## src/rtl/sub_arbiter_if.sv

```systemverilog
// Requester/response bundle for sub_arbiter: per-requester request levels and
// operands, one-hot grant pulses, the tagged valid/ready response, and busy.
interface sub_arbiter_if #(
    parameter int NREQ = 4
);
    localparam int IDW = $clog2(NREQ);

    logic [NREQ-1:0]   req;
    logic [4*NREQ-1:0] m_in;
    logic [4*NREQ-1:0] n_in;
    logic [NREQ-1:0]   gnt;
    logic              rsp_valid;
    logic              rsp_ready;
    logic [IDW-1:0]    rsp_id;
    logic [4:0]        rsp_z;
    logic              busy;

    // Response handshake: a transfer happens on every rising edge where
    // rsp_valid && rsp_ready; while rsp_valid is high and rsp_ready is low the
    // producer holds rsp_id/rsp_z stable, and rsp_valid never drops without a transfer.
    modport master (
        output req, m_in, n_in, rsp_ready,
        input  gnt, rsp_valid, rsp_id, rsp_z, busy
    );

    modport slave (
        input  req, m_in, n_in, rsp_ready,
        output gnt, rsp_valid, rsp_id, rsp_z, busy
    );
endinterface

```

## src/rtl/sub_arbiter.sv

```systemverilog
// Shares one registered 4-bit subtractor among NREQ requesters, one operation in flight.
// Define SUB_ARB_RR_EN for round-robin arbitration; otherwise lowest index wins.
module sub_arbiter #(
    parameter int NREQ = 4
) (
    input  logic              sclk,
    input  logic              srst,
    sub_arbiter_if.slave      bus,
    output logic              sub_srst,
    output logic [3:0]        sub_m,
    output logic [3:0]        sub_n,
    input  logic [4:0]        sub_z,
    output logic [1:0]        dbg_state
);
    localparam int IDW = $clog2(NREQ);

    typedef enum logic [1:0] {
        IDLE = 2'd0,
        EXEC = 2'd1,
        CAPT = 2'd2,
        RESP = 2'd3
    } state_t;

    state_t          state;
    state_t          state_nxt;
    logic [IDW-1:0]  ptr;
    logic [IDW-1:0]  win;
    logic [IDW-1:0]  cand;
    logic            found;
    logic            take;
    logic            done;
    logic [NREQ-1:0] gnt_q;
    logic            rsp_valid_q;
    logic [IDW-1:0]  rsp_id_q;
    logic [4:0]      rsp_z_q;
    logic [3:0]      m_arr [NREQ];
    logic [3:0]      n_arr [NREQ];

    for (genvar g = 0; g < NREQ; g++) begin : g_unpack
        assign m_arr[g] = bus.m_in[4*g +: 4];
        assign n_arr[g] = bus.n_in[4*g +: 4];
    end

    // Search upward from ptr with wrap; ptr stays 0 in the fixed-priority build.
    always_comb begin
        found = 1'b0;
        win   = '0;
        cand  = '0;
        for (int i = 0; i < NREQ; i++) begin
            cand = IDW'((int'(ptr) + i) % NREQ);
            if (!found && bus.req[cand]) begin
                found = 1'b1;
                win   = cand;
            end
        end
    end

    assign take = (state == IDLE) && found && !sub_srst;
    assign done = (state == RESP) && rsp_valid_q && bus.rsp_ready;

    always_comb begin
        state_nxt = state;
        case (state)
            IDLE:    if (take) state_nxt = EXEC;
            EXEC:    state_nxt = CAPT;
            CAPT:    state_nxt = RESP;
            RESP:    if (done) state_nxt = IDLE;
            default: state_nxt = IDLE;
        endcase
    end

    always_ff @(posedge sclk or posedge srst) begin
        if (srst) begin
            state <= IDLE;
        end else begin
            state <= state_nxt;
        end
    end

    // sub_srst holds the datapath reset through the first edge after release.
    always_ff @(posedge sclk or posedge srst) begin
        if (srst) begin
            sub_srst    <= 1'b1;
            ptr         <= '0;
            gnt_q       <= '0;
            sub_m       <= '0;
            sub_n       <= '0;
            rsp_valid_q <= 1'b0;
            rsp_id_q    <= '0;
            rsp_z_q     <= '0;
        end else begin
            sub_srst <= 1'b0;
            gnt_q    <= '0;
            if (take) begin
                sub_m    <= m_arr[win];
                sub_n    <= n_arr[win];
                gnt_q    <= NREQ'(1) << win;
                rsp_id_q <= win;
            end
            if (state == CAPT) begin
                rsp_z_q     <= sub_z;
                rsp_valid_q <= 1'b1;
            end
            if (done) begin
                rsp_valid_q <= 1'b0;
`ifdef SUB_ARB_RR_EN
                ptr <= (rsp_id_q == IDW'(NREQ - 1)) ? '0 : rsp_id_q + 1'b1;
`else
                ptr <= '0;
`endif
            end
        end
    end

    assign bus.gnt       = gnt_q;
    assign bus.rsp_valid = rsp_valid_q;
    assign bus.rsp_id    = rsp_id_q;
    assign bus.rsp_z     = rsp_z_q;
    assign bus.busy      = (state != IDLE);
    assign dbg_state     = state;
endmodule
```

## src/flat_wrapper.sv

```systemverilog
// flat-port wrapper written by rule: the top's interface ports become plain ports
module sub_arbiter_flat 
#(
    parameter int NREQ = 4
)
  (sclk, srst, sub_srst, sub_m, sub_n, sub_z, dbg_state, bus_req, bus_m_in, bus_n_in, bus_rsp_ready, bus_gnt, bus_rsp_valid, bus_rsp_id, bus_rsp_z, bus_busy);
  sub_arbiter_if #(.NREQ(NREQ)) bus_i ();
  input  logic sclk;
  input  logic srst;
  output logic sub_srst;
  output logic [3:0] sub_m;
  output logic [3:0] sub_n;
  input  logic [4:0] sub_z;
  output logic [1:0] dbg_state;
  input wire logic [$bits(bus_i.req)-1:0] bus_req;
  input wire logic [$bits(bus_i.m_in)-1:0] bus_m_in;
  input wire logic [$bits(bus_i.n_in)-1:0] bus_n_in;
  input wire logic [$bits(bus_i.rsp_ready)-1:0] bus_rsp_ready;
  output wire logic [$bits(bus_i.gnt)-1:0] bus_gnt;
  output wire logic [$bits(bus_i.rsp_valid)-1:0] bus_rsp_valid;
  output wire logic [$bits(bus_i.rsp_id)-1:0] bus_rsp_id;
  output wire logic [$bits(bus_i.rsp_z)-1:0] bus_rsp_z;
  output wire logic [$bits(bus_i.busy)-1:0] bus_busy;
  assign bus_i.req = bus_req;
  assign bus_i.m_in = bus_m_in;
  assign bus_i.n_in = bus_n_in;
  assign bus_i.rsp_ready = bus_rsp_ready;
  assign bus_gnt = bus_i.gnt;
  assign bus_rsp_valid = bus_i.rsp_valid;
  assign bus_rsp_id = bus_i.rsp_id;
  assign bus_rsp_z = bus_i.rsp_z;
  assign bus_busy = bus_i.busy;
  sub_arbiter #(.NREQ(NREQ)) u_core (.sclk(sclk), .srst(srst), .bus(bus_i), .sub_srst(sub_srst), .sub_m(sub_m), .sub_n(sub_n), .sub_z(sub_z), .dbg_state(dbg_state));
endmodule
```

## config.mk

```make
export PLATFORM = sky130hd
export DESIGN_NAME = sub_arbiter_flat
export DESIGN_NICKNAME = d
export VERILOG_FILES = /design/src/rtl/sub_arbiter_if.sv /design/src/rtl/sub_arbiter.sv /design/src/flat_wrapper.sv
export SDC_FILE = /design/constraint.sdc
export NUM_CORES = 1
export LEC_CHECK = 0
export ABC_AREA = 0
export CORE_MARGIN = 2
export CORE_UTILIZATION = 33
export DETAILED_ROUTE_END_ITERATION = 10
export PLACE_DENSITY = 0.76
export SLEW_MARGIN = 20
export SYNTH_ARGS = -nofsm -noshare
export SYNTH_HDL_FRONTEND = slang
export SYNTH_SLANG_ARGS = --single-unit
```

## constraint.sdc

```tcl
create_clock -name sclk -period 1.6 [get_ports sclk]
set_input_delay 0.32 -clock sclk [delete_from_list [all_inputs] [get_ports sclk]]
set_output_delay 0.32 -clock sclk [all_outputs]
set_load 0.1 [all_outputs]
```

== Word-level counts from Yosys, hierarchy flattened ==
Index checks and enable logic that the tools add are counted.
Word-level totals
  register bits: 23
  input port bits: 44
  output and inout bits: 24
  word-level logic and storage cells: 50
Cells by class
  order comparisons: 1
  equal/unequal tests: 5
  shift operators: 1
  muxes and demuxes: 19
  bitwise logic cells: 1
  reductions and logical operators: 15
Operators with widths (count)
  $mux 4: 5
  $bmux 4 s2: 2
  $mux 2: 4
  $pmux 2 s4: 1
  $logic_and 1x1->1: 7
  $mux 1: 7
  $eq 2x2->1 const B: 2
  $logic_not 1->1: 4
  $ne 2x1->1 const B: 2
  $reduce_bool 2->1: 2
  $shl 1x2->4 const A: 1
  $ge 3x3->1 const B: 1
  $not 2->3: 1
  $eq 2x1->1 const B: 1
  $logic_not 2->1: 1
  $reduce_and 2->1: 1

== Depth between registers and ports, before layout ==
Gate-level depths: netlist (run 1).
  depth in word-level cells: 14
  mapped depth: 7
  depth with buffers taken out: 6

== Worst setup path before layout (run 1) ==
Ideal clock, no wire load.
  kind: reg-to-reg
  start: register u_core.state[0], in the netlist u_core.dbg_state[0]
  end: register u_core.state[1], in the netlist u_core.dbg_state[1]
  setup time: 129 ps
  arrival time: 2495 ps
  required time: 1471 ps
  slack: -1024 ps
  cell stages (with the launch flop): 6
  path buffers: 0
  clock period less this slack: 2624 ps
  cells stage by stage: dfrtp_1 inv_1 ha_1 inv_1 o21ai_2 mux2_1
Between the ends
  longest elaborated chain between the ends: 5
  elaborated cells on any way between the ends: 12
  those cells by class: 5 x eq/ne; 1 x mux; 6 x reduce/logical
RTL lines
  from (decl): line sub_arbiter.sv:24  | state_t state;
  from (signal assigned): line sub_arbiter.sv:76  | state <= state_nxt;
  $eq 2x2->1 or $logic_not 2->1 (tied branches): line sub_arbiter.sv:59, sub_arbiter.sv:63, sub_arbiter.sv:58
  $logic_and 1x1->1, on equally long branches (2 in series): line sub_arbiter.sv:59, sub_arbiter.sv:58
  $ne 2x1->1 (no source line)
  $reduce_and 2->1 (no source line)
Several ways; a longest one is shown, not always the timed one.
A chain may end at the register's enable or synchronous reset.

== Worst setup path in the final report (run 1) ==
  start: register u_core.state[0], in the netlist u_core.dbg_state[0]
  end: output bus_busy
Between the ends
  longest elaborated chain between the ends: 1
RTL lines
  $reduce_bool 2->1: line sub_arbiter.sv:119  | assign bus.busy = (state != IDLE);
  to (decl): line flat_wrapper.sv:23  | output wire logic [$bits(bus_i.busy)-1:0] bus_busy;
No other way between the ends.

==> reports/metrics.cfg, run 1 <==
[timing]
hold_viol_final = 0
holdWs_ns = 0.320
setup_viol_count_final = 3
period_share = 1.03
period_minus_slack_ns = 1.64
slew_violations = 0
max_freq_mhz = 609
rsz0062_at_grt = true
fin_skew_ns = 0.0165
fin_ws_ns = -0.0429

[die]
die_w_um = 63.0
fp.dieH_um = 63.0
start_util = 0.344
core_area_sq_mm = 0.00334
ios = 68
num_rows = 21
dieArea_sq_mm = 0.00396

[worst_hold_path]
min_path_type = in -> async

[drt]
detail_route.iter0.violations = 51
vias = 1185
wl_per_cell_um = 15.5
dr.pass1.iters = 5
ant_nets = 0
wl_um = 3660
drcViolationCount = 0
vias_per_cell = 5.02

[placement]
gp_congestion = 0.748
pre_cts_slack_ns = -0.351
dp.cells = 230
numPortBuffers = 67
dp_hpwl_um = 2990

[final_layout]
syn2layout_area_growth_pct = 101
fin_nets = 239
regArea_sq_um = 584
fin_util = 0.691
multiInputGateArea_sq_um = 567
drive_gt1_frac = 0.374
final_cells = 236
fill_cells = 249
n_antenna_cell = 0

[job]
drv_cap = 0

[run_status]
failed_checks = setup timing
status = finished, violations left

[synth]
yosysSeqAreaShare = 0.503
ys.warnings.count = 0
syn-cell-area_sq_mm = 0.00115
synthesis.area_per_instance_sq_um = 10.5
yosysTopAreaCellShare = 0.480
ys_ff_latch = 23
syn_inst = 109
synth.largest_area_cell = dfrtp_1
syn_nets = 157
synth_cell_types = 29
synth_area_leaders = dfrtp_1 (48%), a222oi_1 (7.0%), mux2_2 (4.9%)

[power]
powerDensity_mw_per_mm2 = 2310
total_power_w = 0.00533
leakagePower_nw = 0.991
worst_ir_drop_vdd_mv = 0.775

[worst_setup_path]
reg2reg_setup_slack_ns = -0.03
crit_fanout = 2
required_ns = 1.28
reg2reg_to = u_core.dbg_state[1]
reg2reg_depth = 6
worstSetupPathType = reg -> out
cp-start-kind = register
crit_start = u_core.dbg_state[0]
end_kind = output pin
timing.rr.start = u_core.dbg_state[0]
cp.arrival_ns = 1.32

[clock_tree]
htreeDepth = 1
cts_tree = yes
path_clk_slew_ns = 0.14
cts.path.max_buffers = 2
root_buffer = clkbuf_4
insertion_delay_ns = 0.32
cts_sinks = 23
cts_made_buffers = 3

[global_routing]
grt_first_pass_wirelength_um = 6090
grt_use_total = 0.195
antenna_found_initial = 0
overflow = 0
grt_pass1_vias = 1300
grt_max_degree = 24

[timing repair]
item,in CTS,in global routing
pin swaps,1,2
hold buffers,0,0
setup endpoints to repair,2,12
gates resized for setup,1,6
setup buffers,2,0
[power breakdown]
group	switching [W]	internal (W)
clock network	0.000177	0.0000954
registers	0.000268	0.000838
logic	0.00243	0.00153
total	0.00287	0.00246
[metal layers]
| layer | part of all wire | up-vias | routed length [um] | global-route usage |
|---|---|---|---|---|
| met2 | 0.54 | 54 | 1980 | 0.375 |
| li1 | - | 553 | - | - |
| met1 | 0.38 | 574 | 1380 | 0.214 |
| met5 | 0 | - | 0 | 0 |
| met3 | 0.067 | 4 | 246 | 0.0450 |
| met4 | 0.014 | 0 | 51 | 0.0444 |
[logic make-up after synthesis]
logic type	after synthesis	share of synthesized area
DFF	23	0.503
adders and majority gates	4	0.0436
other	1	0.00327
AOI/OAI and AO/OA	30	0.205
buffers and inverters	11	0.0480
muxes	7	0.0676
and+or+nand+nor	33	0.130
[Yosys cell counts (all sizes together)]
library cell and number:
a22o 5, a21oi 8, o21ai 4, mux2 6
a21boi 1, a31oi 1, conb 1, and3 2
buf 4, o31ai 3, or2 2, nor2 13
mux2i 1, nand2 10, dfstp 1, a222oi 8
nor3 1, inv 4, and2b 1, ha 4
nor2b 2, dfrtp 22, clkbuf 3, and2 2
[layout by cell type, fill, tap and decap left out, types with 5 or more instances in the layout]
cell type / Yosys / final
a21oi_2: 0 / 6
dfrtp_1: 22 / 20
buf_12: 0 / 24
a222oi_1: 8 / 8
buf_4: 1 / 16
clkdlybuf4s50_1: 0 / 43
a22o_1: 5 / 5
nand2_1: 10 / 10
mux2_2: 5 / 5
nor2_1: 13 / 13
[critical path, cell delays in order, from the launching register on]
cell and delay (ns):
dfrtp_4 0.51, inv_4 0.07, ha_4 0.14, clkinvlp_4 0.11
buf_12 0.18
[worst max-delay path by stage]
stage,cells after the start,to
finish,4,bus_busy
global route,4,bus_busy
CTS,4,bus_busy
detailed placement,5,u_core.sub_n[1]
global placement,5,u_core.sub_m[0]
floorplan,5,u_core.dbg_state[1]
[through the flow]
stage,TNS (ns),cell area [sq um]
global route,-0.177,2300
floorplan,-1.41,1200
finish,-0.0720,2300
CTS,-0.0593,2290
global placement,-2.90,2240
detailed placement,-3.82,2240
[flip-flops by register name (all words and copies together) (netlist names)]
| signal | flops |
|---|---|
| u_core.sub_srst | 1 |
| u_core.bus.rsp_z | 5 |
| u_core.sub_n | 4 |
| u_core.bus.rsp_id | 2 |
| u_core.sub_m | 4 |
| u_core.bus.gnt | 4 |
| u_core.dbg_state | 2 |
| u_core.bus.rsp_valid | 1 |
[area by class of cell]
class                           count  share of cell area
Timing Repair Buffer               84               0.452
Multi-Input combinational cell     75               0.246
Clock buffer                        3             0.00977
Sequential cell                    23               0.254
Inverter                            4              0.0103
Tap cell                           46              0.0250
Clock inverter                      1             0.00326
Note: power is estimated with default switching activity, not from simulation.
==> inputs of run 2 (changes only) <==
SETUP_SLACK_MARGIN = 0.05   (was not set)
==> run 2 against run 1 <==
  * The run still ends with setup timing left
  * Clock-buffer cell count is the same
  * Combinational power increased by 2%
  * Global-route usage decreased by 1.6 points
  * Sequential power about the same
  * Worst hold slack worse by 0.0012 ns
  * Clock power about the same
  * Final area rose by 2.4%
  * Critical path depth unchanged
  * Via count rose by 1.1%
  * Critical endpoint unchanged
  * Highest routed layer unchanged
==> reports/metrics.cfg, run 2 (synthesized netlist as in run 1, its figures left out) <==
[clock_tree]
cts_sinks = 23
cts_made_buffers = 3
path_clk_slew_ns = 0.13
root_buffer = clkbuf_4
htreeDepth = 1
cts.path.max_buffers = 2
cts_tree = yes
insertion_delay_ns = 0.32

[drt]
vias_per_cell = 4.99
wl_um = 3580
dr.pass1.iters = 5
vias = 1198
drcViolationCount = 0
wl_per_cell_um = 14.9
detail_route.iter0.violations = 45
ant_nets = 0

[worst_setup_path]
critPathTopFamily = flip-flops
crit_chain = inv_4 > ha_4 > clkinvlp_4 > buf_12
path_buf_inv = 3
required_ns = 1.28
max_stage_delay_ns = 0.52
cp.arrival_ns = 1.31
cpMaxStageDelayCell = dfrtp_4
worstSetupPathType = reg -> out
cp_num_cells = 4
reg2reg_setup_slack_ns = -0.01
crit_fanout = 2
reg2reg_depth = 6
reg2reg_to = u_core.dbg_state[1]
end_kind = output pin
timing.rr.start = u_core.dbg_state[1]
cp-start-kind = register

[placement]
pre_cts_slack_ns = -0.390
numPortBuffers = 67
dp_hpwl_um = 2870
placed_cell_area_sq_mm = 0.00225
gp_congestion = 0.772

[final_layout]
fin_nets = 243
final_cell_mix = clkdlybuf4s50_1 (43), buf_12 (24), dfrtp_1 (20)
mostFrequentLayoutCell = clkdlybuf4s50_1
syn2layout_area_growth_pct = 106
n_antenna_cell = 0
drive_gt1_frac = 0.392
largest_reg_flops = 5
fin_area_sq_mm = 0.00236

[global_routing]
grt_first_pass_wirelength_um = 5650
grt_use_total = 0.180
grt_max_degree = 24
overflow = 0
grt_pass1_vias = 1225
antenna_found_initial = 0

[timing]
max_freq_mhz = 613
setup_viol_count_final = 2
period_share = 1.02
period_minus_slack_ns = 1.63
tightest_slew_ns = 0.551
maxSlewHeadroom = 0.632
setup_tns_ns = -0.0421
fin_skew_ns = 0.00522
hold_viol_final = 0
fin_ws_ns = -0.0319
slew_violations = 0
rsz0062_at_grt = true

[die]
dieArea_sq_mm = 0.00396
core_area_sq_mm = 0.00334
die_w_um = 63.0
start_util = 0.344
fp.dieH_um = 63.0
ios = 68
num_rows = 21

[worst_hold_path]
min_path_type = in -> async

[power]
total_power_w = 0.00541
worst_ir_drop_vdd_mv = 0.990
powerDensity_mw_per_mm2 = 2290
leakagePower_nw = 1.02

[run_status]
failed_checks = setup timing
status = finished, violations left

[job]
drv_cap = 0

[run 2: report_power, final]
group | internal, W | switching, W | total [W]
Clock | 0.0000936 | 0.000181 | 0.000275
Combinational | 0.00160 | 0.00244 | 0.00404
Sequential | 0.000839 | 0.000259 | 0.00110
Total | 0.00253 | 0.00288 | 0.00541
[run 2: worst max path at each step]
stage                             start                   to  slack (ns)
floorplan           u_core.dbg_state[0]  u_core.dbg_state[1]       -0.46
global placement             bus_req[2]      u_core.sub_m[0]       -0.30
detailed placement           bus_req[2]      u_core.sub_m[0]       -0.39
CTS                 u_core.dbg_state[1]             bus_busy       -0.02
global route        u_core.dbg_state[1]             bus_busy       -0.07
finish              u_core.dbg_state[1]             bus_busy       -0.03
[run 2: layer usage]
metal | vias up | global-route usage | part of all wire
met5 | - | 0 | 0
met4 | 0 | 0.0611 | 0.013
met3 | 8 | 0.0450 | 0.077
met2 | 60 | 0.324 | 0.54
met1 | 572 | 0.204 | 0.37
li1 | 558 | - | -
[run 2: tightest hold or removal path, stage by stage]
cell and delay, ns:
clkdlybuf4s50_1 0.39, inv_1 0.05, buf_4 0.28
[run 2: metrics by stage]
stage	cells	hold WS [ns]	util
2_1_floorplan	109	0.321	-
3_3_place_gp	231	0.530	0.675
3_5_place_dp	231	0.530	0.675
4_1_cts	239	0.331	0.696
5_1_grt	240	0.393	0.708
6_report	240	0.318	0.708
[run 2: layout make-up]
type                       instances  area, sq um
clock buffer                       3         22.5
multi-input combinational         75          581
timing repair buffer              88         1080
clock inverter                     1         5.00
fill                             255          976
inverter                           4         23.8
tap                               46         57.6
sequential                        23          588
[run 2: repair_timing]
action | in CTS | in global routing
hold endpoints to repair | 0 | 0
gates resized for setup | 5 | 7
setup buffers | 4 | 1
pin swaps | 4 | 0
hold buffers | 0 | 0
setup endpoints to repair | 11 | 16
==> RTL edit (settings of run 1) <==
Build with the macro `SUB_ARB_RR_EN` defined.
--- a/src/rtl/sub_arbiter.sv
+++ b/src/rtl/sub_arbiter.sv
@@ -1,5 +1,7 @@
 // Shares one registered 4-bit subtractor among NREQ requesters, one operation in flight.
 // Define SUB_ARB_RR_EN for round-robin arbitration; otherwise lowest index wins.
+`define SUB_ARB_RR_EN
+
 module sub_arbiter #(
     parameter int NREQ = 4
 ) (
Formal check against the unedited RTL: not equivalent (Yosys sat finds a counterexample within 10 cycles, from zero or initial values and one cycle with srst high).
==> RTL edit against run 1 <==
  * The run still ends with negative setup slack left
  * Final area grew 29%
  * Clock power grew 37%
  * Sequential power grew 12%
  * Routed wire length grew 33%
  * Area after synthesis grew 16%
  * Non-clock buffer count grew 12
  * Worst setup slack lost 0.056 ns
  * Critical endpoint is now u_core.sub_n[3]
  * Sequential share of layout area shrank 3.6 points
  * Critical path type is now register to register
  * Sequential cell count grew 2
  * Synthesized cell count grew 14%
  * Power grew 22%
==> RTL edit: results (changes against run 1) <==
| Metric | Value |
|---|---|
| Final setup viols | 7 (was 3) |
| Delay of the slowest cell on the worst path | 0.45 ns (was 0.51 ns) |
| Largest net degree at the start of global routing | 14 (was 24) |
| Commonest cells in the netlist | dfrtp_1, nor2_1, mux2i_1 (was dfrtp_1, nor2_1, nand2_1) |
| Post-synth net total | 173 (was 157) |
| Placed inst area | 2505 um2 (was 2240 um2) |
| Number of fill cells | 225 (was 249) |
| Number of instances in the placed design | 257 (was 230) |
| Post-layout worst setup margin | -0.09934 ns (was -0.04290 ns) |
| Met2 wire length | 2.732 mm (was 1.976 mm) |
| Highest ir drop seen on vdd | 1433 uV (was 775.5 uV) |
| Dpl ws | -0.7900 ns (was -0.3511 ns) |
| Overall routing resource usage | 21.15% (was 19.53%) |
| Result of the run | complete, but fails checks (unchanged) |
| Standard cell with the maximum stage delay on the critical path | dfrtp_2 (was dfrtp_4) |
| Met3 usage | 2.500% (was 4.505%) |
| Violated checks | negative setup slack (unchanged) |
| Number of global-route vias before repair | 1536 (was 1300) |
| Mean post-synth cell area | 10.77 um2 (was 10.53 um2) |
| Filler-free cell count of the finished design | 271 (was 236) |
| Sum of routed wire segments on met1 | 1.831 mm (was 1.384 mm) |
| Seq. cell area | 643.1 um2 (was 584.3 um2) |
| Switching Share | 52.77% (was 53.87%) |
| Global Route met1 Usage | 23.71% (was 21.41%) |
| Worst reg2reg path startpoint | u_core.ptr[1] (was u_core.dbg_state[0]) |
| Accumulated negative setup slack | -0.2692 ns (was -0.07201 ns) |
| Placer Congestion | 0.7803 (was 0.7481) |
## RTL edit: power by group through the flow
| stage | logic [mW] | registers (mW) | clock network (mW) |
|---|---|---|---|
| CTS | 4.71 | 1.23 | 0.371 |
| finish | 4.89 | 1.24 | 0.374 |
| detailed placement | 4.21 | 1.24 | 0 |
| floorplan | 0.983 | 2.78 | 0 |
| global route | 5.07 | 1.27 | 0.398 |
| global placement | 4.11 | 1.23 | 0 |
## RTL edit: worst paths after layout
path	cells after the start	to	slack, ns
max	5	u_core.sub_n[3]	-0.1
min	2	u_core.sub_n[0]	0.28
max reg2reg	5	u_core.sub_n[3]	-0.1
min reg2reg	2	u_core.ptr[0]	0.55
max in group asynchronous	3	u_core.sub_srst	0.82
min in group sclk	2	u_core.ptr[0]	0.55
## RTL edit: worst max-delay path, delay by kind of cell (launching register included)
kind,cells,cell delay [ns]
AOI/OAI and AO/OA,5,1.14
DFF,1,0.45
## RTL edit: final cells by class
class | count | share of cell area (%)
Timing Repair Buffer | 96 | 40.01
Multi-Input combinational cell | 91 | 33.71
Sequential cell | 25 | 21.72
Tap cell | 50 | 2.112
Clock buffer | 4 | 1.521
Inverter | 5 | 0.9294
## RTL edit: timing repair
| action | in CTS | in global routing |
|---|---|---|
| endpoints found under the setup margin | 16 | 13 |
| gates cloned | 2 | 1 |
| gates resized for setup | 56 | 17 |
| buffers inserted | 7 | 0 |
| pin swaps | 13 | 8 |
## RTL edit: kinds of logic after synthesis
| kind of cell | after synthesis | synth area share (%) |
|---|---|---|
| AOI/OAI and AO/OA | 39 | 21.74 |
| muxes | 16 | 12.65 |
| DFF | 25 | 46.95 |
| buffers and inverters | 10 | 4.030 |
| and+or+nand+nor | 28 | 9.654 |
| other | 1 | 0.2809 |
| adders and majority gates | 5 | 4.686 |
